## config.mk

```make
export PLATFORM = sky130hd
export DESIGN_NAME = player_controller
export DESIGN_NICKNAME = d
export VERILOG_FILES = /design/src/rtl/dino_pkg.sv /design/src/rtl/button_debouncer.sv /design/src/rtl/player_controller.sv
export SDC_FILE = /design/constraint.sdc
export NUM_CORES = 1
export LEC_CHECK = 0
export ABC_AREA = 1
export BUFFER_PORTS_ARGS = -buffer_cell sky130_fd_sc_hd__buf_2
export CAP_MARGIN = 20
export CORE_MARGIN = 3
export CORE_UTILIZATION = 30
export DETAILED_ROUTE_END_ITERATION = 16
export SLEW_MARGIN = 20
export SYNTH_ARGS = -nofsm -noshare
export SYNTH_HDL_FRONTEND = slang
export SYNTH_SLANG_ARGS = --single-unit
```

## constraint.sdc

```tcl
create_clock -name clk -period 1.6 [get_ports clk]
set_input_delay 0.32 -clock clk [delete_from_list [all_inputs] [get_ports clk]]
set_output_delay 0.32 -clock clk [all_outputs]
set_load 0.005 [all_outputs]
```

## src/rtl/dino_pkg.sv

```systemverilog
// Shared player-state encodings and game-tick bit positions used by the player,
// renderer and game-control blocks.
package dino_pkg;

    localparam logic [2:0] PS_IDLE = 3'd0;
    localparam logic [2:0] PS_RUN  = 3'd1;
    localparam logic [2:0] PS_JUMP = 3'd2;
    localparam logic [2:0] PS_DUCK = 3'd3;
    localparam logic [2:0] PS_DEAD = 3'd4;

    localparam int TICK_VEL = 0;
    localparam int TICK_POS = 1;

    typedef enum logic [2:0] {
        S_IDLE = PS_IDLE,
        S_RUN  = PS_RUN,
        S_JUMP = PS_JUMP,
        S_DUCK = PS_DUCK,
        S_DEAD = PS_DEAD
    } player_state_e;

endpackage

```

## src/rtl/button_debouncer.sv

```systemverilog
// Two-flop synchronizer followed by a hold counter; a new level is accepted once it has
// been stable for DEBOUNCE_CYCLES clocks, and o_rise flags the accepting cycle of a 0->1.
module button_debouncer #(
    parameter int DEBOUNCE_CYCLES = 16
) (
    input  logic clk,
    input  logic rst_n,
    input  logic i_raw,
    output logic o_level,
    output logic o_rise
);

    localparam int CW = $clog2(DEBOUNCE_CYCLES + 1);

    logic          r_sync1;
    logic          r_sync2;
    logic          r_level;
    logic [CW-1:0] r_count;
    logic          w_accept;

    // Accept on the edge the count would reach DEBOUNCE_CYCLES, so rise is usable that same edge.
    assign w_accept = (r_sync2 != r_level) && (r_count == CW'(DEBOUNCE_CYCLES - 1));

    always_ff @(posedge clk) begin
        if (!rst_n) begin
            r_sync1 <= 1'b0;
            r_sync2 <= 1'b0;
            r_level <= 1'b0;
            r_count <= '0;
        end else begin
            r_sync1 <= i_raw;
            r_sync2 <= r_sync1;
            if (r_sync2 == r_level) begin
                r_count <= '0;
            end else if (w_accept) begin
                r_level <= r_sync2;
                r_count <= '0;
            end else begin
                r_count <= r_count + 1'b1;
            end
        end
    end

    assign o_level = r_level;
    assign o_rise  = w_accept & r_sync2;

endmodule

```

## src/rtl/player_controller.sv

```systemverilog
// Player control FSM: debounced buttons, tick-aligned jump requests to the physics block,
// landing/collision handling, restart holdoff and the run animation frame.
module player_controller
    import dino_pkg::*;
#(
    parameter int DEBOUNCE_CYCLES = 16,
    parameter int ANIM_DIV        = 4,
    parameter int DEAD_HOLDOFF    = 8
) (
    input  logic       clk,
    input  logic       rst_n,
    input  logic [1:0] i_game_tick,
    input  logic       i_btn_up_raw,
    input  logic       i_btn_down_raw,
    input  logic       i_jump_done,
    input  logic       i_collision,
    output logic       o_jump_pulse,
    output logic       o_button_down,
    output logic [2:0] o_player_state,
    output logic [1:0] o_anim_frame,
    output logic       o_game_over
);

    localparam int AW = $clog2(ANIM_DIV + 1);
    localparam int HW = $clog2(DEAD_HOLDOFF + 1);

    player_state_e r_state;
    player_state_e w_next;
    logic          r_jump_req;
    logic [1:0]    r_anim_frame;
    logic [AW-1:0] r_anim_div;
    logic [HW-1:0] r_holdoff;

    logic w_up_level;
    logic w_up_rise;
    logic w_down_db;
    logic w_down_rise;
    logic w_unused;
    logic w_tick_vel;
    logic w_tick_pos;
    logic w_jump_pulse;
    logic w_holdoff_done;

    button_debouncer #(.DEBOUNCE_CYCLES(DEBOUNCE_CYCLES)) u_up_db (
        .clk     (clk),
        .rst_n   (rst_n),
        .i_raw   (i_btn_up_raw),
        .o_level (w_up_level),
        .o_rise  (w_up_rise)
    );

    button_debouncer #(.DEBOUNCE_CYCLES(DEBOUNCE_CYCLES)) u_down_db (
        .clk     (clk),
        .rst_n   (rst_n),
        .i_raw   (i_btn_down_raw),
        .o_level (w_down_db),
        .o_rise  (w_down_rise)
    );

    assign w_unused       = w_up_level ^ w_down_rise;
    assign w_tick_vel     = i_game_tick[TICK_VEL];
    assign w_tick_pos     = i_game_tick[TICK_POS];
    assign w_holdoff_done = (r_holdoff == HW'(DEAD_HOLDOFF));
    // Holding down masks a pending jump so duck always wins over jump.
    assign w_jump_pulse   = w_tick_vel & (r_state == S_RUN) & r_jump_req & ~w_down_db;

    always_ff @(posedge clk) begin
        if (!rst_n) begin
            r_state <= S_IDLE;
        end else begin
            r_state <= w_next;
        end
    end

    always_comb begin
        w_next = r_state;
        case (r_state)
            S_IDLE: if (w_up_rise) w_next = S_RUN;
            S_RUN: begin
                if (i_collision)       w_next = S_DEAD;
                else if (w_jump_pulse) w_next = S_JUMP;
                else if (w_down_db)    w_next = S_DUCK;
            end
            S_JUMP: begin
                if (i_collision)                    w_next = S_DEAD;
                else if (w_tick_pos && i_jump_done) w_next = w_down_db ? S_DUCK : S_RUN;
            end
            S_DUCK: begin
                if (i_collision)    w_next = S_DEAD;
                else if (!w_down_db) w_next = S_RUN;
            end
            S_DEAD: if (w_up_rise && w_holdoff_done) w_next = S_IDLE;
            default: w_next = S_IDLE;
        endcase
    end

    always_ff @(posedge clk) begin
        if (!rst_n || r_state != S_RUN || w_next != S_RUN || w_down_db || w_jump_pulse) begin
            r_jump_req <= 1'b0;
        end else if (w_up_rise) begin
            r_jump_req <= 1'b1;
        end
    end

    always_ff @(posedge clk) begin
        if (!rst_n || r_state != S_DEAD || w_next != S_DEAD) begin
            r_holdoff <= '0;
        end else if (w_tick_pos && !w_holdoff_done) begin
            r_holdoff <= r_holdoff + 1'b1;
        end
    end

    // The frame only advances while running or ducking; in the air it holds.
    always_ff @(posedge clk) begin
        if (!rst_n || w_next == S_IDLE || w_next == S_DEAD) begin
            r_anim_div   <= '0;
            r_anim_frame <= 2'd0;
        end else if (w_tick_pos && (r_state == S_RUN || r_state == S_DUCK)) begin
            if (r_anim_div == AW'(ANIM_DIV - 1)) begin
                r_anim_div   <= '0;
                r_anim_frame <= r_anim_frame + 2'd1;
            end else begin
                r_anim_div <= r_anim_div + 1'b1;
            end
        end
    end

    assign o_jump_pulse   = w_jump_pulse;
    assign o_button_down  = w_down_db & (r_state == S_RUN || r_state == S_JUMP || r_state == S_DUCK);
    assign o_player_state = r_state;
    assign o_anim_frame   = r_anim_frame;
    assign o_game_over    = (r_state == S_DEAD);

endmodule

```

==> flow_summary.toml, run 1 <==
[worst_setup_path]
critPathTopFamily = "flip-flops"
critPathSlowestCell = "dfxtp_1"
crit_path_start_kind = "flip-flop"
max_stage_delay_ns = 0.36
endpoint_kind = "output port"
cp.required_ns = 1.28
cp.depth = 4
path_cells = "nor2_2, nand2_1, inv_1, buf_2"
critPathBufInv = 2
r2r-start = "u_up_db.r_count[0]$_SDFF_PP0_"
crit_path_start = "o_player_state[0]$_SDFF_PN0_"
worstSetupPathType = "reg2out"
cp.arrival_ns = 1.17
crit_path_max_fanout = 6
r2r_cells = 9

[sta]
drv_slew = 0
finalWorstSetupSlack_ns = 0.112
relSlewSlack = 0.836
fmax_ghz = 0.672
finalSetupViolCount = 0
worst_pin_slew_ns = 0.246
finalHoldViolations = 0
finalCritPeriodShare = 0.930
rsz0062_at_grt = "true"
clock_skew_ns = 0.00717
min_period_ns = 1.49
fin_hold_ws_ns = 0.225

[cts]
clock_sinks = 29
cts_tree = "done"
post_cts_buffers = 0
cts-htree-levels = 2
clk_latency_ns = 0.28
cts_buffer_depth = 2
cts_root_buf = "clkbuf_8"
cts_buffers = 5
ctsHoldBuffers = 0
clkTransAtPathRegs_ns = 0.06

[route]
vias = 1046
dr.pass1.iters = 4
drt-total-wl_mm = 2.37
viasPerCell = 4.30
first_iter_violations = 55
wire_per_inst_um = 9.77
ant_nets = 0
drc = 0

[final_layout]
fin_nets = 207
final_cell_mix = "inv_1, dfxtp_1, nand2_1, nor2_1, buf_2"
nFillCells = 424
layout_commonest_cell = "inv_1"
area_growth_pct = 25.7
final_util = 0.396
antenna_cells = 0
seqCellArea_um2 = 582
multi_input_area_um2 = 637
final_layout_size_suffix_gt1_frac = 0.233

[logic_synthesis]
synth_compound_area_frac = 0.107
synth_fa_ha_area_frac = 0.0685
synth_top_area_share = 0.454
ys_seq_elements = 29
ys_types = 21
synth_top_family_by_area = "simple AND/OR/NAND/NOR gates"
synth-simple-area-share = 0.250
synth_top_area_cell = "dfxtp_1"
syn_avg_cell_area_um2 = 7.61
synth_fp_nets = 183
synth_area_um2 = 1280
seq_area_frac_synth = 0.454
synthCells = 168
synth_area_leaders = "dfxtp_1, inv_1, nand2_1, ha_1, nor2_1"
synth-xor-area-share = 0.0274
yosysWarningCount = 0
synth_mux_area_frac = 0

[placed_design]
hpwl_mm = 1.71
place_congestion = 0.717
post-place-ws_ns = -0.0322
port-buffer-count = 15

[global_route]
grt_pass1_wl_mm = 3.81
grt_max_degree = 12
antenna_found_initial = 0
grt-ovfl-total = 0
grt_pass1_vias = 893
grt_usage = 0.0983

[hold_path]
hold_path.class = "in2reg"
worstHoldStart = "i_btn_up_raw"
holdPathStages = 3

[power]
p_per_area_nw_per_um2 = 961
power_leakage_nw = 0.679
ir_drop_mv = 0.459

[floorplan]
rows = 23
die_w_um = 71.3
core_area_um2 = 4060
initial_utilization = 0.315
die_y_um = 71.3
ioPinCount = 16
dieArea_um2 = 5080

[job]
maxCapViolCount = 0

[run_status]
status = "finished, final reports clean"
[cells in the mapped netlist]
| master | count |
|---|---|
| dfxtp_1 | 29 |
| inv_1 | 29 |
| nand2_1 | 25 |
| nor2_1 | 22 |
| nand3_1 | 15 |
| a21oi_1 | 14 |
| ha_1 | 7 |
| o21ai_0 | 7 |
| nor3_1 | 3 |
| nor3b_1 | 3 |
| xor2_1 | 3 |
| nand4_1 | 2 |
| a211oi_1 | 1 |
| and2_2 | 1 |
| buf_4 | 1 |
| inv_2 | 1 |
| nand3_2 | 1 |
| o21ai_2 | 1 |
| o21bai_1 | 1 |
| o31ai_1 | 1 |
| xnor2_1 | 1 |
[per-stage QoR]
| stage | area (µm²) | power [mW] | cells | TNS [ns] |
|---|---|---|---|---|
| final | 1610 | 1.55 | 243 | 0 |
| after global routing | 1610 | 1.61 | 243 | -0.114 |
| after CTS | 1550 | 1.56 | 243 | 0 |
| after detailed placement | 1430 | 0.781 | 235 | -0.0322 |
| after global placement | 1430 | 0.782 | 235 | -0.0162 |
| after floorplan | 1280 | 0.765 | 168 | 0 |
[worst reg2reg max path: stages (launching register included)]
cell and delay, ns:
dfxtp_1 0.31, ha_1 0.20, nand2_1 0.08, nor2_1 0.05, ha_2 0.17, nand2_1 0.10
nor2_1 0.06, o21ai_2 0.17, nand3_2 0.15, a21oi_1 0.15
[flip-flops by register name, indices dropped and copies added, names as in the netlist]
register and cells:
u_down_db.o_level 1, u_up_db.o_level 1, r_holdoff 4, u_down_db.r_count 5, o_anim_frame 2, u_up_db.r_sync1 1
u_up_db.r_sync2 1, u_up_db.r_count 5, u_down_db.r_sync2 1, o_player_state 3, u_down_db.r_sync1 1, r_anim_div 3
r_jump_req 1
[where the power goes]
part / switching (mW) / internal, mW / total, mW
registers: 0.00372 / 0.728 / 0.732
logic: 0.0218 / 0.0136 / 0.0354
clock network: 0.271 / 0.507 / 0.778
[worst paths after layout]
| kind | end | slack, ns |
|---|---|---|
| worst max-delay path | o_game_over | 0.11 |
| worst min-delay path | u_up_db.r_sync1$_SDFF_PN0_ | 0.22 |
| worst max register to register | r_holdoff[2]$_SDFFE_PP0P_ | 0.11 |
| worst min register to register | u_up_db.r_sync2$_SDFF_PN0_ | 0.41 |
[layout make-up]
| type | count | area share |
|---|---|---|
| Timing Repair Buffer | 18 | 0.0607 |
| Clock buffer | 7 | 0.0537 |
| Inverter | 30 | 0.0700 |
| Clock inverter | 1 | 0.0187 |
| Tap cell | 50 | 0.0389 |
| Multi-Input combinational cell | 108 | 0.396 |
| Sequential cell | 29 | 0.362 |
[what timing repair did]
action,CTS,global route
gates resized for setup,1,17
cloned,0,0
endpoints found under the setup margin,1,12
[cells by family (layout without fill, tap and decap cells)]
group | count (synthesis) | count (layout)
flip-flops | 29 | 29
adder cells (fa/ha/maj) | 7 | 7
buffers and inverters | 31 | 56
XOR/XNOR | 4 | 4
AND/OR/NAND/NOR | 72 | 72
AO/OA/AOI/OAI | 25 | 25
[per-layer routing]
| metal | wire length (µm) | GRT usage | up-vias |
|---|---|---|---|
| met1 | 1170 | 0.116 | 443 |
| li1 | - | - | 582 |
| met2 | 1070 | 0.149 | 16 |
| met3 | 77 | 0.0463 | 5 |
| met4 | 57 | 0.0501 | 0 |
| met5 | 0 | 0 | - |
Note: power is estimated with default switching activity, not from simulation.
==> run 2: changes to the inputs <==
--- a/config.mk
+++ b/config.mk
@@ -8,7 +8,7 @@
 export ABC_AREA = 1
 export BUFFER_PORTS_ARGS = -buffer_cell sky130_fd_sc_hd__buf_2
 export CAP_MARGIN = 20
-export CORE_MARGIN = 3
+export CORE_MARGIN = 4
 export CORE_UTILIZATION = 30
 export DETAILED_ROUTE_END_ITERATION = 16
 export SLEW_MARGIN = 20
==> constraint.sdc (replaced) <==
create_clock -name clk -period 1.6 [get_ports clk]
set_input_delay 0.16 -clock clk [delete_from_list [all_inputs] [get_ports clk]]
set_output_delay 0.16 -clock clk [all_outputs]
set_load 0.005 [all_outputs]
==> flow_summary.toml, run 2 (synthesis gave the netlist of run 1 again) <==
[final_layout]
nFillCells = 435
final_cell_mix = "inv_1, dfxtp_1, nor2_1, nand2_1, buf_2"
final_layout_size_suffix_gt1_frac = 0.202
top_regs = "u_down_db.r_count: 5 flops, u_up_db.r_count: 5 flops, r_holdoff: 4 flops"
area_growth_pct = 21.6
layout_commonest_cell = "inv_1"
antenna_cells = 0
fin_nets = 207

[global_route]
grt_max_degree = 11
grt-ovfl-total = 0
grt_pass1_vias = 955
grt_pass1_wl_mm = 3.97
antenna_found_initial = 0
grt_usage = 0.0987

[cts]
cts_buffer_depth = 2
cts-htree-levels = 2
cts_root_buf = "clkbuf_8"
ctsHoldBuffers = 0
clk_latency_ns = 0.28
cts_tree = "done"
clock_sinks = 29
clkTransAtPathRegs_ns = 0.06
cts_buffers = 5

[route]
ant_nets = 0
drc = 0
viasPerCell = 4.47
dr.pass1.iters = 4
first_iter_violations = 33
wire_per_inst_um = 9.98
drt-total-wl_mm = 2.42
vias = 1087

[sta]
drv_slew = 0
rsz0062_at_grt = "false"
worst_pin_slew_ns = 0.292
finalHoldViolations = 0
fmax_ghz = 0.668
relSlewSlack = 0.804
min_period_ns = 1.50
clock_skew_ns = 0.00584
fin_tns_setup_ns = 0
finalSetupViolCount = 0
fin_hold_ws_ns = 0.0592
finalCritPeriodShare = 0.935

[floorplan]
die_w_um = 73.3
ioPinCount = 16
initial_utilization = 0.315
dieArea_um2 = 5370
die_y_um = 73.3
core_area_um2 = 4060
rows = 23

[placed_design]
hpwl_mm = 1.78
port-buffer-count = 15
place_congestion = 0.846

[worst_setup_path]
r2r_slack_ns = 0.10
cp.arrival_ns = 1.71
critPathTopFamily = "adder cells"
max_stage_delay_ns = 0.33
crit_path_start = "u_down_db.r_count[0]$_SDFF_PP0_"
r2r_cells = 7
cp.required_ns = 1.81
worstSetupPathType = "reg2reg"
crit_path_max_fanout = 5
path_cells = "ha_1, nand2_1, nor2_1, ha_1, a211oi_1, o21ai_2, nor3b_2"
critPathSlowestCell = "dfxtp_1"
crit_path_start_kind = "flip-flop"
critPathBufInv = 0
r2r-start = "u_down_db.r_count[0]$_SDFF_PP0_"
endpoint_kind = "flip-flop"
cp_common_cell = "ha_1"
r2r_end = "u_down_db.r_count[2]$_SDFF_PP0_"

[power]
power_leakage_nw = 0.657
p_per_area_nw_per_um2 = 858
ir_drop_mv = 0.346

[run_status]
status = "finished, final reports clean"

[job]
maxCapViolCount = 0

[hold_path]
worstHoldStart = "i_btn_up_raw"
hold_path_end = "u_up_db.r_sync1$_SDFF_PN0_"
hold_path.class = "in2reg"
holdPathStages = 3
run 2: cell types whose count changed in the layout (fill, tap and decap cells not counted), moves of 2 or more:
cell / before / now
a21oi_1: 8 / 11
a21oi_2: 6 / 3
nor2_1: 19 / 22
nor2_2: 3 / 0
clkbuf_1: 1 / 3
nand2_1: 24 / 22
nand2_2: 0 / 2
run 2: through the flow:
step	utilization	cell area (µm²)	cells	worst slack (ns)	power (mW)
after floorplan	-	1280	168	0.162	0.765
after global placement	0.353	1430	235	0.0324	0.783
after detailed placement	0.353	1430	235	-0.0156	0.783
after CTS	0.372	1510	243	0.0638	1.36
after global routing	0.383	1560	243	0.0132	1.40
final	0.383	1560	243	0.104	1.33
run 2: metal layers:
layer,global-route usage,part of all wire
met2,0.134,0.41
met5,0,0
met1,0.124,0.51
met3,0.0438,0.057
met4,0.0676,0.030
run 2: worst reg2reg max path: cells and delay by family, from the launching register on:
kind / cells / cell delay [ns]
simple gates: 3 / 0.27
compound gates: 2 / 0.41
fa+ha+maj: 2 / 0.41
flops: 1 / 0.33
run 2: power by group:
group	total, mW	switching [mW]	internal (mW)
combinational	0.0368	0.0225	0.0143
sequential	0.733	0.00381	0.729
clock	0.565	0.258	0.308
total	1.33	0.284	1.05
run 2: worst max path at each step:
stage,slack (ns),cells after the start,endpoint
global route,0.01,7,u_down_db.r_count[2]$_SDFF_PP0_
global placement,0.03,7,u_down_db.r_count[2]$_SDFF_PP0_
finish,0.10,7,u_down_db.r_count[2]$_SDFF_PP0_
detailed placement,-0.02,7,u_down_db.r_count[2]$_SDFF_PP0_
CTS,0.06,7,u_down_db.r_count[2]$_SDFF_PP0_
floorplan,0.16,7,u_down_db.r_count[2]$_SDFF_PP0_
run 2: cell type report:
type	instances	area [µm²]	share of cell area
clock buffers	8	80.1	0.0515
repair buffers	18	97.6	0.0628
well taps	50	62.6	0.0402
multi-input cells	108	621	0.399
flip-flops and latches	29	582	0.374
inverters	30	113	0.0724
run 2: timing repair:
action / in CTS / in global routing
setup buffers: 0 / 0
endpoints found under the setup margin: 1 / 11
resized for setup: 1 / 13
==> run 3: changes to the inputs <==
--- a/config.mk
+++ b/config.mk
@@ -8,7 +8,6 @@
 export ABC_AREA = 1
 export BUFFER_PORTS_ARGS = -buffer_cell sky130_fd_sc_hd__buf_2
 export CAP_MARGIN = 20
-export CORE_MARGIN = 4
 export CORE_UTILIZATION = 30
 export DETAILED_ROUTE_END_ITERATION = 16
 export SLEW_MARGIN = 20
==> constraint.sdc (replaced) <==
create_clock -name clk -period 1.7 [get_ports clk]
set_input_delay 0.17 -clock clk [delete_from_list [all_inputs] [get_ports clk]]
set_output_delay 0.17 -clock clk [all_outputs]
set_load 0.005 [all_outputs]
==> flow_summary.toml, run 3 (synthesis gave the netlist of run 1 again) <==
[sta]
rsz0062_at_grt = "false"
finalWorstSetupSlack_ns = 0.205
drv_slew = 0
worst_pin_slew_ns = 0.255
fin_hold_ws_ns = 0.0743
finalCritPeriodShare = 0.879
finalSetupViolCount = 0
finalHoldViolations = 0
min_period_ns = 1.50
fmax_ghz = 0.669
fin_tns_setup_ns = 0
relSlewSlack = 0.830
clock_skew_ns = 0.00437

[cts]
cts_tree = "done"
post_cts_buffers = 0
clock_sinks = 29
cts-htree-levels = 2
clkTransAtPathRegs_ns = 0.06
ctsHoldBuffers = 0
cts_buffer_depth = 2
cts_buffers = 5
cts_resized = 0
clk_latency_ns = 0.27
cts_root_buf = "clkbuf_8"

[final_layout]
final_util = 0.375
area_growth_pct = 19.1
final_layout_size_suffix_gt1_frac = 0.163
top_regs = "u_down_db.r_count: 5 flops, u_up_db.r_count: 5 flops, r_holdoff: 4 flops"
antenna_cells = 0
final_cell_mix = "inv_1, dfxtp_1, nand2_1, nor2_1, buf_2"
fin_nets = 205

[placed_design]
port-buffer-count = 15
post-place-ws_ns = 0.116
hpwl_mm = 1.72
place_congestion = 0.738

[floorplan]
ioPinCount = 16
dieArea_um2 = 4530
die_w_um = 67.3
rows = 23
die_y_um = 67.3
initial_utilization = 0.315
core_area_um2 = 4060

[hold_path]
hold_path.class = "in2reg"
holdPathStages = 3
worstHoldStart = "i_btn_up_raw"
hold_path_end = "u_up_db.r_sync1$_SDFF_PN0_"

[power]
power_mw = 1.28
power_leakage_nw = 0.647
ir_drop_mv = 0.332
p_per_area_nw_per_um2 = 844

[route]
wire_per_inst_um = 9.50
drt-total-wl_mm = 2.28
ant_nets = 0
first_iter_violations = 48
viasPerCell = 4.48
dr.pass1.iters = 5
vias = 1074
drc = 0

[worst_setup_path]
r2r_end = "r_holdoff[1]$_SDFFE_PP0P_"
worstSetupPathType = "reg2reg"
endpoint_kind = "flip-flop"
crit_path_start_kind = "flip-flop"
r2r-start = "u_up_db.r_count[0]$_SDFF_PP0_"
r2r_cells = 9
cp.required_ns = 1.91
cp.arrival_ns = 1.70
r2r_slack_ns = 0.20
crit_path_max_fanout = 4

[global_route]
grt-ovfl-total = 0
antenna_found_initial = 0
grt_pass1_wl_mm = 3.78
grt_pass1_vias = 904
grt_max_degree = 12
grt_usage = 0.113

[job]
maxCapViolCount = 0

[run_status]
status = "finished, final reports clean"
run 3: cell count changes in the layout (fill, tap and decap cells not counted), moves of 2 or more:
cell	before	now
clkbuf_1	3	1
nand2_1	22	24
a21oi_1	11	13
ha_1	5	7
a21oi_2	3	1
ha_2	2	0
buf_4	3	1
run 3: worst max-delay path by stage:
stage,cells after the start,end,from
after global placement,7,u_down_db.r_count[2]$_SDFF_PP0_,u_down_db.r_count[0]$_SDFF_PP0_
final,9,r_holdoff[1]$_SDFFE_PP0P_,u_up_db.r_count[0]$_SDFF_PP0_
after global routing,10,o_anim_frame[0]$_SDFFE_PP0P_,u_up_db.r_count[0]$_SDFF_PP0_
after floorplan,7,u_down_db.r_count[2]$_SDFF_PP0_,u_down_db.r_count[0]$_SDFF_PP0_
after CTS,7,u_down_db.r_count[2]$_SDFF_PP0_,u_down_db.r_count[0]$_SDFF_PP0_
after detailed placement,7,u_down_db.r_count[2]$_SDFF_PP0_,u_down_db.r_count[0]$_SDFF_PP0_
run 3: final cells by class:
type	count	area [µm²]
fill	427	2530
tap	50	62.6
multi-input combinational	108	598
timing repair buffer	16	82.6
clock buffer	7	86.3
sequential	29	581
inverter	30	113
run 3: through the flow:
step           instances  area (µm²)
3_5_place_dp         233        1420
3_3_place_gp         233        1420
4_1_cts              240        1500
6_report             240        1520
5_1_grt              240        1520
2_1_floorplan        168        1280
run 3: worst max-delay path: stages, from the launching register on:
cell and delay (ns):
dfxtp_1 0.32, ha_1 0.21, nand2_1 0.07, nor2_1 0.04, ha_1 0.18, nand2_1 0.12, nor2_1 0.06, o21ai_2 0.16
nand3_2 0.13, a21oi_1 0.13
run 3: power breakdown:
group          leakage (nW)  switching (mW)  total (mW)  internal (mW)
Clock                0.0443           0.243       0.563          0.320
Combinational         0.368          0.0201      0.0322         0.0121
Sequential            0.235         0.00379       0.689          0.686
run 3: metal layers:
metal / GRT usage / vias up / routed length, µm
met5: 0 / - / 0
met4: 0.0559 / 0 / 40
met3: 0.0389 / 5 / 126
met2: 0.155 / 23 / 961
met1: 0.153 / 468 / 1150
li1: - / 578 / -
